File: src/rtl/mem_pkg.sv
// Shared types and helpers for the MEM-stage access unit: size codes,
// write-buffer entry layout, byte-mask / lane / load-extend functions.
package mem_pkg;

   localparam logic [1:0] SZ_BYTE = 2'b00;
   localparam logic [1:0] SZ_HALF = 2'b01;
   localparam logic [1:0] SZ_WORD = 2'b10;

   // idx holds the word index zero-extended to the full 30-bit word address
   typedef struct packed {
      logic [29:0] idx;
      logic [3:0]  mask;
      logic [31:0] data;
   } wbuf_ent_t;

   function automatic logic misaligned(input logic [1:0] size, input logic [1:0] off);
      case (size)
         SZ_BYTE: return 1'b0;
         SZ_HALF: return off[0];
         SZ_WORD: return off != 2'b00;
         default: return 1'b1;
      endcase
   endfunction

   function automatic logic [3:0] byte_mask(input logic [1:0] size, input logic [1:0] off);
      case (size)
         SZ_BYTE: return 4'b0001 << off;
         SZ_HALF: return 4'b0011 << off;
         default: return 4'b1111;
      endcase
   endfunction

   function automatic logic [31:0] lane_data(input logic [1:0] size, input logic [31:0] wdata);
      case (size)
         SZ_BYTE: return {4{wdata[7:0]}};
         SZ_HALF: return {2{wdata[15:0]}};
         default: return wdata;
      endcase
   endfunction

   function automatic logic [31:0] load_extend(input logic [31:0] word, input logic [1:0] size,
                                               input logic uns, input logic [1:0] off);
      logic [31:0] sh;
      sh = word >> {off, 3'b000};
      case (size)
         SZ_BYTE: return uns ? {24'h0, sh[7:0]}  : {{24{sh[7]}}, sh[7:0]};
         SZ_HALF: return uns ? {16'h0, sh[15:0]} : {{16{sh[15]}}, sh[15:0]};
         default: return sh;
      endcase
   endfunction

endpackage

File: src/rtl/mem_access_unit_if.sv
// Pipeline request/response and data-memory port bundle for mem_access_unit.
interface mem_access_unit_if;
   logic        req_valid;
   logic        req_write;
   logic [1:0]  req_size;
   logic        req_unsigned;
   logic [31:0] req_addr;
   logic [31:0] req_wdata;
   logic        req_ready;
   logic        load_valid;
   logic [31:0] load_data;
   logic        addr_error;
   logic        buf_empty;
   logic        mem_write;
   logic [31:0] mem_address;
   logic [31:0] mem_write_data;
   logic [31:0] mem_read_data;

   modport slave (
      input  req_valid, req_write, req_size, req_unsigned, req_addr, req_wdata, mem_read_data,
      output req_ready, load_valid, load_data, addr_error, buf_empty,
             mem_write, mem_address, mem_write_data
   );

   modport master (
      output req_valid, req_write, req_size, req_unsigned, req_addr, req_wdata, mem_read_data,
      input  req_ready, load_valid, load_data, addr_error, buf_empty,
             mem_write, mem_address, mem_write_data
   );
endinterface

File: src/rtl/mem_wbuf.sv
// DEPTH-entry posted store FIFO with word-index match against a load address.
// Optional WBUF_FWD_EN adds youngest-entry forwarding of fully covered loads.
module mem_wbuf
   import mem_pkg::*;
#(
   parameter int DEPTH = 4
) (
   input  logic        clk,
   input  logic        rst_n,
   input  logic        push_i,
   input  wbuf_ent_t   push_ent_i,
   input  logic        pop_i,
   output wbuf_ent_t   head_o,
   output logic        full_o,
   output logic        empty_o,
   input  logic [29:0] match_idx_i,
   input  logic [3:0]  match_mask_i,
   output logic        hit_o,
   output logic        fwd_ok_o,
   output logic [31:0] fwd_data_o
);
   localparam int PW  = $clog2(DEPTH);
   localparam int PW1 = PW + 1;

   wbuf_ent_t        ent_q [DEPTH];
   logic [PW:0]      wr_ptr_q, wr_ptr_d, rd_ptr_q, rd_ptr_d, occ;
   logic             empty_q;
   logic [PW-1:0]    slot [DEPTH];
   logic [DEPTH-1:0] match_age;

   assign wr_ptr_d = wr_ptr_q + {{PW{1'b0}}, push_i};
   assign rd_ptr_d = rd_ptr_q + {{PW{1'b0}}, pop_i};

   always_ff @(posedge clk) begin
      if (push_i) ent_q[wr_ptr_q[PW-1:0]] <= push_ent_i;
   end

   always_ff @(posedge clk or negedge rst_n) begin
      if (!rst_n) begin
         wr_ptr_q <= '0;
         rd_ptr_q <= '0;
         empty_q  <= 1'b1;
      end else begin
         wr_ptr_q <= wr_ptr_d;
         rd_ptr_q <= rd_ptr_d;
         empty_q  <= (wr_ptr_d == rd_ptr_d);
      end
   end

   assign head_o  = ent_q[rd_ptr_q[PW-1:0]];
   assign empty_o = empty_q;
   assign full_o  = (wr_ptr_q[PW] != rd_ptr_q[PW]) && (wr_ptr_q[PW-1:0] == rd_ptr_q[PW-1:0]);

   // match_age bit 0 is the oldest (head) entry
   always_comb begin
      occ = wr_ptr_q - rd_ptr_q;
      for (int k = 0; k < DEPTH; k++) begin
         slot[k]      = rd_ptr_q[PW-1:0] + PW'(k);
         match_age[k] = (PW1'(k) < occ) && (ent_q[slot[k]].idx == match_idx_i);
      end
   end

   assign hit_o = |match_age;

`ifdef WBUF_FWD_EN
   logic [3:0] yng_mask;
   logic       conflict;

   always_comb begin
      yng_mask   = '0;
      fwd_data_o = '0;
      conflict   = 1'b0;
      for (int k = 0; k < DEPTH; k++) begin
         if (match_age[k]) begin
            yng_mask   = ent_q[slot[k]].mask;
            fwd_data_o = ent_q[slot[k]].data;
         end
      end
      for (int k = 0; k < DEPTH; k++) begin
         if (match_age[k] && |(ent_q[slot[k]].mask & ~yng_mask)) conflict = 1'b1;
      end
      fwd_ok_o = hit_o && ((yng_mask & match_mask_i) == match_mask_i) && !conflict;
   end
`else
   logic fwd_unused;
   assign fwd_unused = ^match_mask_i;
   assign fwd_ok_o   = 1'b0;
   assign fwd_data_o = '0;
`endif

endmodule

File: src/rtl/mem_access_unit.sv
// MEM-stage front end: load/store acceptance, memory-port arbitration with
// read-modify-write drain, and load formatting. WBUF_FWD_EN enables forwarding.
module mem_access_unit
   import mem_pkg::*;
#(
   parameter int DEPTH     = 4,
   parameter int WORD_BITS = 10
) (
   input  logic              clk,
   input  logic              reset,
   mem_access_unit_if.slave  bus
);
   logic        misalign, stall, full, empty, hit, fwd_ok, pop;
   logic        req_acc, is_load, ld_acc, st_acc;
   logic [31:0] fwd_data, src_word, head_bits;
   wbuf_ent_t   new_ent, head;

   logic        load_valid_q, load_valid_d;
   logic        addr_error_q, addr_error_d;
   logic [31:0] load_data_q, load_data_d;

   assign misalign     = misaligned(bus.req_size, bus.req_addr[1:0]);
   assign new_ent.idx  = 30'(bus.req_addr[WORD_BITS+1:2]);
   assign new_ent.mask = byte_mask(bus.req_size, bus.req_addr[1:0]);
   assign new_ent.data = lane_data(bus.req_size, bus.req_wdata);

`ifdef WBUF_FWD_EN
   assign stall    = hit & ~fwd_ok;
   assign src_word = fwd_ok ? fwd_data : bus.mem_read_data;
`else
   logic fwd_unused;
   assign fwd_unused = fwd_ok ^ (^fwd_data);
   assign stall      = hit;
   assign src_word   = bus.mem_read_data;
`endif

   // Ready depends only on registered buffer state, never on this cycle's drain
   assign bus.req_ready = bus.req_write ? ~full : (misalign | ~stall);
   assign req_acc       = bus.req_valid & bus.req_ready;
   assign is_load       = req_acc & ~bus.req_write;
   assign ld_acc        = is_load & ~misalign;
   assign st_acc        = req_acc & bus.req_write & ~misalign;
   assign pop           = ~empty & ~ld_acc;

   mem_wbuf #(.DEPTH(DEPTH)) u_wbuf (
      .clk          (clk),
      .rst_n        (reset),
      .push_i       (st_acc),
      .push_ent_i   (new_ent),
      .pop_i        (pop),
      .head_o       (head),
      .full_o       (full),
      .empty_o      (empty),
      .match_idx_i  (new_ent.idx),
      .match_mask_i (new_ent.mask),
      .hit_o        (hit),
      .fwd_ok_o     (fwd_ok),
      .fwd_data_o   (fwd_data)
   );

   assign head_bits = {{8{head.mask[3]}}, {8{head.mask[2]}}, {8{head.mask[1]}}, {8{head.mask[0]}}};

   always_comb begin
      bus.mem_write      = 1'b0;
      bus.mem_address    = '0;
      bus.mem_write_data = '0;
      if (ld_acc) begin
         bus.mem_address = {bus.req_addr[31:2], 2'b00};
      end else if (pop) begin
         bus.mem_write      = 1'b1;
         bus.mem_address    = {head.idx, 2'b00};
         bus.mem_write_data = (bus.mem_read_data & ~head_bits) | (head.data & head_bits);
      end
   end

   always_comb begin
      load_valid_d = is_load;
      addr_error_d = req_acc & misalign;
      load_data_d  = load_data_q;
      if (is_load) begin
         load_data_d = misalign ? '0
                     : load_extend(src_word, bus.req_size, bus.req_unsigned, bus.req_addr[1:0]);
      end
   end

   always_ff @(posedge clk or negedge reset) begin
      if (!reset) begin
         load_valid_q <= 1'b0;
         addr_error_q <= 1'b0;
         load_data_q  <= '0;
      end else begin
         load_valid_q <= load_valid_d;
         addr_error_q <= addr_error_d;
         load_data_q  <= load_data_d;
      end
   end

   assign bus.load_valid = load_valid_q;
   assign bus.addr_error = addr_error_q;
   assign bus.load_data  = load_data_q;
   assign bus.buf_empty  = empty;

endmodule

File: src/flat_wrapper.sv
// flat-port wrapper written by rule: the top's interface ports become plain ports
module mem_access_unit_flat import mem_pkg::*;
#(
   parameter int DEPTH     = 4,
   parameter int WORD_BITS = 10
)
  (clk, reset, bus_req_valid, bus_req_write, bus_req_size, bus_req_unsigned, bus_req_addr, bus_req_wdata, bus_mem_read_data, bus_req_ready, bus_load_valid, bus_load_data, bus_addr_error, bus_buf_empty, bus_mem_write, bus_mem_address, bus_mem_write_data);
  mem_access_unit_if bus_i ();
  input  logic clk;
  input  logic reset;
  input wire logic [$bits(bus_i.req_valid)-1:0] bus_req_valid;
  input wire logic [$bits(bus_i.req_write)-1:0] bus_req_write;
  input wire logic [$bits(bus_i.req_size)-1:0] bus_req_size;
  input wire logic [$bits(bus_i.req_unsigned)-1:0] bus_req_unsigned;
  input wire logic [$bits(bus_i.req_addr)-1:0] bus_req_addr;
  input wire logic [$bits(bus_i.req_wdata)-1:0] bus_req_wdata;
  input wire logic [$bits(bus_i.mem_read_data)-1:0] bus_mem_read_data;
  output wire logic [$bits(bus_i.req_ready)-1:0] bus_req_ready;
  output wire logic [$bits(bus_i.load_valid)-1:0] bus_load_valid;
  output wire logic [$bits(bus_i.load_data)-1:0] bus_load_data;
  output wire logic [$bits(bus_i.addr_error)-1:0] bus_addr_error;
  output wire logic [$bits(bus_i.buf_empty)-1:0] bus_buf_empty;
  output wire logic [$bits(bus_i.mem_write)-1:0] bus_mem_write;
  output wire logic [$bits(bus_i.mem_address)-1:0] bus_mem_address;
  output wire logic [$bits(bus_i.mem_write_data)-1:0] bus_mem_write_data;
  assign bus_i.req_valid = bus_req_valid;
  assign bus_i.req_write = bus_req_write;
  assign bus_i.req_size = bus_req_size;
  assign bus_i.req_unsigned = bus_req_unsigned;
  assign bus_i.req_addr = bus_req_addr;
  assign bus_i.req_wdata = bus_req_wdata;
  assign bus_i.mem_read_data = bus_mem_read_data;
  assign bus_req_ready = bus_i.req_ready;
  assign bus_load_valid = bus_i.load_valid;
  assign bus_load_data = bus_i.load_data;
  assign bus_addr_error = bus_i.addr_error;
  assign bus_buf_empty = bus_i.buf_empty;
  assign bus_mem_write = bus_i.mem_write;
  assign bus_mem_address = bus_i.mem_address;
  assign bus_mem_write_data = bus_i.mem_write_data;
  mem_access_unit #(.DEPTH(DEPTH), .WORD_BITS(WORD_BITS)) u_core (.clk(clk), .reset(reset), .bus(bus_i));
endmodule
File: config.mk
export PLATFORM = sky130hd
export DESIGN_NAME = mem_access_unit_flat
export DESIGN_NICKNAME = d
export VERILOG_FILES = /design/src/rtl/mem_pkg.sv /design/src/rtl/mem_access_unit_if.sv /design/src/rtl/mem_wbuf.sv /design/src/rtl/mem_access_unit.sv /design/src/flat_wrapper.sv
export SDC_FILE = /design/constraint.sdc
export NUM_CORES = 1
export LEC_CHECK = 0
export BUFFER_PORTS_ARGS = -buffer_cell sky130_fd_sc_hd__buf_4
export CORE_MARGIN = 2
export CORE_UTILIZATION = 60
export DETAILED_ROUTE_END_ITERATION = 10
export GPL_TIMING_DRIVEN = 0
export PLACE_DENSITY = 0.82
export SLEW_MARGIN = 0
export SYNTH_ARGS = -nofsm -noshare
export SYNTH_HDL_FRONTEND = slang
export SYNTH_HIERARCHICAL = 1
export SYNTH_SLANG_ARGS = --single-unit
export TNS_END_PERCENT = 20
File: constraint.sdc
create_clock -name clk -period 9 [get_ports clk]
set_input_delay 0.9 -clock clk [delete_from_list [all_inputs] [get_ports clk]]
set_output_delay 0.9 -clock clk [all_outputs]
set_load 0.1 [all_outputs]
Word level (Yosys, flattened, before mapping)
Memories as Yosys holds them, arrays and structs flattened.
Cells that the tools add are included.
{ "op_classes": {"addsub": 6, "magnitude_cmp": 4, "eq_ne": 9, "shift": 3, "muxes": 16, "bitwise_logic": 18, "reduce_logical": 8} }
{ "ops": {"columns": ["cell", "n"], "rows": [
  ["two-way mux 32 bit", 7],
  ["case mux 32 bit (2 select lines)", 2],
  ["equality test 30 x 10 -> 1 bit", 4],
  ["AND 32 bit", 2],
  ["inverter 32 bit", 1],
  ["OR 32 bit", 1],
  ["right shift 32 x 5 -> 32 bit", 1],
  ["case mux 4 bit (2 select lines)", 1],
  ["AND 1 bit", 7],
  ["adder 3 x 1 -> 3 bit", 2],
  ["less-than comparator 1 x 3 -> 1 bit, first input constant", 2],
  ["less-than comparator 2 x 3 -> 1 bit, first input constant", 2],
  ["inverter 1 bit", 6],
  ["logical AND 1 bit", 5],
  ["two-way mux 1 bit", 5],
  ["adder 2 bit, second input constant", 2],
  ["OR reduction 4 bit", 1],
  ["<< shifter 1 x 2 -> 4 bit, first input constant", 1],
  ["<< shifter 2 x 2 -> 4 bit, first input constant", 1],
  ["equality test 3 bit", 1],
  ["case mux 1 bit (3 select lines)", 1],
  ["subtractor 3 bit", 1],
  ["adder 2 x 1 -> 2 bit, second input constant", 1],
  ["equality test 2 x 1 -> 1 bit, second input constant", 1],
  ["other kinds (6)", 6]
]} }
{ "totals": {"ff_bits": 41, "ramBits": 184, "output_inout_bits": 101, "wordCells": 71, "memories": 1} }
{ "memory_table": {"columns": ["name", "words", "width", "read_ports", "rd_ports_with_merged_regs", "write_ports", "line_no", "rtl"], "rows": [
  ["u_core.u_wbuf.ent_q", 4, 46, 4, 0, 1, "mem_wbuf.sv:25", "wbuf_ent_t ent_q [DEPTH];"]
]} }

Longest topological paths before layout
An unclocked memory read counts as a cell.
{ "logic_depth": {"ltp_word": 15, "mapped_depth": 25} }

Hierarchy
Netlist, hierarchy kept.
{ "by_module_without_submodules": {"columns": ["mod", "instances", "cells_each", "area_per_inst_um2", "seq_area_each_um2"], "rows": [
  ["mem_wbuf", 1, 806, 13608.1, 8104.0],
  ["mem_access_unit", 1, 422, 3372.0, 850.8]
]} }

Least setup slack after synthesis
OpenSTA, ideal clock, no wires.
{ "synth_timing": {"path_type": "register -> register", "from": "register u_core.u_wbuf.rd_ptr_q[1]", "to": "memory u_core/u_wbuf/ent_q[0][0] in the netlist's numbering, enable pin", "arrival_time_ps": 7339, "setup_slack_ps": 1077, "path_stages_with_launch": 12, "cell_sequence": "dfrtp_1 -> buf_2 -> buf_4 -> buf_2 -> buf_2 -> buf_2 -> buf_2 -> inv_1 -> ha_1 -> and3_1 -> nor3_1 -> nor3b_1"} }
{ "synth_between": {"elab_cells_between_ends": 29, "classes_between": "add/sub (4); order compare (4); eq/ne (5); mux (3); bitwise (6); reduce/logical (6); memory (1)"} }
{ "synth_rtl": {"columns": ["element", "line_no", "rtl"], "rows": [
  ["start: declaration", "mem_wbuf.sv:26", "logic [PW:0] wr_ptr_q, wr_ptr_d, rd_ptr_q, rd_ptr_d, occ;"],
  ["start signal: assignment", "mem_wbuf.sv:45", "rd_ptr_q <= rd_ptr_d;"],
  ["equality test 2 bit", "mem_wbuf.sv:52", "assign full_o = (wr_ptr_q[PW] != rd_ptr_q[PW]) && (wr_ptr_q[PW-1:0] == rd_ptr_q[PW-1:0]);"],
  ["logical AND 1 bit", "mem_wbuf.sv:52", null],
  ["net u_core.full", "mem_access_unit.sv:13", "logic misalign, stall, full, empty, hit, fwd_ok, pop;"],
  ["inverter 1 bit", "mem_access_unit.sv:38", "assign bus.req_ready = bus.req_write ? ~full : (misalign | ~stall);"],
  ["two-way mux 1 bit", "mem_access_unit.sv:38", null],
  ["AND 1 bit", "mem_access_unit.sv:39", "assign req_acc = bus.req_valid & bus.req_ready;"],
  ["AND 1 bit (2 in series)", "mem_access_unit.sv:42", "assign st_acc = req_acc & bus.req_write & ~misalign;"],
  ["net u_core.st_acc", "mem_access_unit.sv:14", "logic req_acc, is_load, ld_acc, st_acc;"],
  ["two-way mux 1 bit", "mem_wbuf.sv:35", "if (push_i) ent_q[wr_ptr_q[PW-1:0]] <= push_ent_i;"],
  ["two-way mux 1 bit (implied by the code)", "mem_wbuf.sv:35", null],
  ["end: declaration", "mem_wbuf.sv:25", null]
]} }
The timed path passes the listed nets, and every way through them passes these cells.

Final worst setup path
{ "layout_timing": {"from": "register u_core.u_wbuf.rd_ptr_q[1]", "to": "output port bus_mem_address[8]"} }
{ "layout_between": {"elab_chain_len": 15, "elab_cells_between_ends": 31, "classes_between": "add/sub (4); order compare (4); eq/ne (5); mux (3); bitwise (8); reduce/logical (6); memory (1)"} }
{ "layout_lines": {"columns": ["element", "line_no", "rtl"], "rows": [
  ["adder 2 x 1 -> 2 bit / adder 2 bit (equally long branches)", "mem_wbuf.sv:58", "slot[k] = rd_ptr_q[PW-1:0] + PW'(k);"],
  ["memory read (4 x 46 bit)", null, null],
  ["equality test 30 x 10 -> 1 bit", "mem_wbuf.sv:59", "match_age[k] = (PW1'(k) < occ) && (ent_q[slot[k]].idx == match_idx_i);"],
  ["logical AND 1 bit", "mem_wbuf.sv:59", null],
  ["OR reduction 4 bit (*)", "mem_wbuf.sv:63", "assign hit_o = |match_age;"],
  ["net u_core.hit", "mem_access_unit.sv:13", null],
  ["inverter 1 bit (*)", "mem_access_unit.sv:38", null],
  ["OR 1 bit (*)", "mem_access_unit.sv:38", null],
  ["two-way mux 1 bit (*)", "mem_access_unit.sv:38", null],
  ["AND 1 bit (*)", "mem_access_unit.sv:39", null],
  ["AND 1 bit (*)", "mem_access_unit.sv:40", "assign is_load = req_acc & ~bus.req_write;"],
  ["AND 1 bit (*)", "mem_access_unit.sv:41", "assign ld_acc = is_load & ~misalign;"],
  ["inverter 1 bit", "mem_access_unit.sv:43", "assign pop = ~empty & ~ld_acc;"],
  ["AND 1 bit", "mem_access_unit.sv:43", null],
  ["two-way mux 32 bit", "mem_access_unit.sv:69", "end else if (pop) begin"],
  ["two-way mux 32 bit (*)", "mem_access_unit.sv:67", "if (ld_acc) begin"],
  ["end: declaration", "flat_wrapper.sv:24", "output wire logic [$bits(bus_i.mem_address)-1:0] bus_mem_address;"]
]} }
Mark *: on every way through the listed nets, which the timed path passes. The rest lies on a longest branch.

==> results.yml <==
sta:
  hold_viol: 0
  worstMarginPinSlew_ns: 0.9005
  setup-violations-final: 0
  min_period_ns: 8.108
  finalCritPeriodShare_pct: 90.09
  rsz0062_at_grt: "false"
  slew_viol_final: 0
  maxSlewHeadroom_pct: 38.42
  finalClockSkew_ns: 0.02760
  fmaxAchievable_mhz: 123.3
finish:
  final_area_sq_um: 20240
  finalNonFillerCells: 1957
  drive_above_1_share_pct: 27.36
  antennaDiodeCount: 0
  register_area_sq_um: 8955
  multi_input_area_sq_um: 7587
  final_cell_mix: "edfxtp_1, buf_4, mux2i_1"
  syn2layout_area_growth_pct: 20.97
  layout_commonest_cell: "edfxtp_1"
  nets: 1665
  fillCellCount: 1869
cts:
  clk_latency_ns: 0.56
  cts_resized: 0
  cts_tree: "yes"
  hold_buffers: 0
  cts_buffers: 30
  clockBufferDepth: 3
  htree_num_levels: 1
  cts_root_buf: "clkbuf_16"
  postCtsSetupRepairBufs: 0
  path_clk_slew_ns: 0.06
  clock-sinks: 305
floorplanning:
  core-area_sq_um: 27630
  die_x_um: 171.0
  start_util_pct: 60.55
  boundaryPins: 204
  rows: 61
  design.die.area_sq_um: 29230
  die_h_um: 171.0
drt:
  remaining_drc_errors: 0
  wirelength_um: 50160
  drtIter0Drc: 1348
  vias_per_cell: 6.212
  drt-wirelength-per-cell_um: 25.63
  ant_nets: 0
  firstDrtPassIters: 6
  via_count: 12160
setup_path:
  r2r_slack_ns: 2.24
  reg2regPathDepth: 25
  startpoint_type: "flop"
  r2r-start: "u_core/u_wbuf/rd_ptr_q[1]"
  cp-startpoint: "u_core/u_wbuf/rd_ptr_q[1]"
  critPathArrivalTime_ns: 7.21
  endpoint_kind: "output port"
  r2r-end: "u_core/u_wbuf/empty_o"
  worst_ep_required_time_ns: 8.10
  crit_type: "flop to output port"
  cp_max_fo: 10
power_and_ir_drop:
  vdd_drop_max_uv: 563.8
  p_per_area_nw_per_um2: 336.2
  p_leak_nw: 7.949
  power_mw: 6.804
min_path:
  hold_path_class: "input pin to async pin"
global_route:
  grt_pass1_vias: 12230
  gr-usage-all-layers_pct: 34.70
  antenna_found_initial: 0
  overflow: 0
  grt_max_degree: 51
  grt_pass1_wl_um: 73920
flow_run:
  max_cap_violations: 0
outcome:
  status: "complete, no violations"
placed_design:
  dp_hpwl_um: 37000
  dp_cells: 1901
  portBuffers: 200
  place_area_sq_um: 19350
  gp_congestion: 0.9450
logic_synthesis:
  yosysWarnings: 6
  synth_area_sq_um: 16730
  syn_inst: 1194
  postSynthAreaPerCell_sq_um: 14.01
[through the flow]
| stage | setup TNS (ns) | utilization, % | setup WS, ns | hold WS, ns |
|---|---|---|---|---|
| 3_5_place_dp | 0 | 70.02 | 1.694 | 0.4941 |
| 3_3_place_gp | -247.39 | 69.28 | -3.667 | 0.4941 |
| 5_1_grt | 0 | 73.24 | 0.6564 | 0.3442 |
| 6_report | 0 | 73.24 | 0.8921 | 0.3073 |
| 4_1_cts | 0 | 73.24 | 1.050 | 0.3060 |
| 2_1_floorplan | 0 | - | 1.077 | 0.4897 |
[registers in the layout, indices dropped and copies added (netlist names)]
name                    count
u_core/u_wbuf/ent_q       264
u_core/u_wbuf/wr_ptr_q      3
u_core/u_wbuf/empty_o       1
u_core/bus.load_valid       1
u_core/bus.load_data       32
u_core/u_wbuf/rd_ptr_q      3
u_core/bus.addr_error       1
[how the worst max path moves through the flow]
stage | endpoint | slack [ns] | depth (start not counted)
2_1_floorplan | u_core/u_wbuf/ent_q[0][0] | 1.08 | 11
3_3_place_gp | u_core/u_wbuf/ent_q[0][3] | -3.67 | 11
3_5_place_dp | bus_mem_address[8] | 1.69 | 21
4_1_cts | bus_mem_address[8] | 1.05 | 21
5_1_grt | bus_mem_address[8] | 0.66 | 20
6_report | bus_mem_address[8] | 0.89 | 21
[final cells by class]
class	count	area share [%]
plain buffers	99	2.479
clock buffers	39	3.982
clock inverters	17	0.4143
inverters	39	0.7234
multi-input cells	868	37.49
flip-flops and latches	305	44.25
well taps	378	2.337
repair buffers	212	8.316
[worst max-delay path: stages, from the launching register on]
cell	delay, ns
dfrtp_1	0.36
buf_2	0.28
buf_4	0.32
buf_2	0.41
buf_2	0.43
buf_2	0.41
buf_2	0.36
inv_1	0.13
fa_1	0.41
xnor2_1	0.48
nor2_1	0.14
a311oi_1	0.27
o2111ai_1	0.15
or4_1	0.44
nand4_1	0.23
or3b_4	0.22
nand3b_4	0.19
buf_2	0.36
buf_2	0.36
nand3b_1	0.10
o21ai_0	0.19
buf_4	0.38
[power breakdown]
part	total, mW	switching, mW	internal (mW)
registers	1.69	0.0523	1.64
clock network	1.14	0.510	0.628
logic	3.98	2.73	1.24
[layer usage]
metal  vias up  routed length, um  global-route usage [%]
li1       5192                  -                       -
met1      5930              17670                   44.18
met2       864              24470                   58.42
met3       171               5225                   5.482
met4         0               2803                   16.99
met5         -                  0                       0
(Power assumes the default switching activity.)
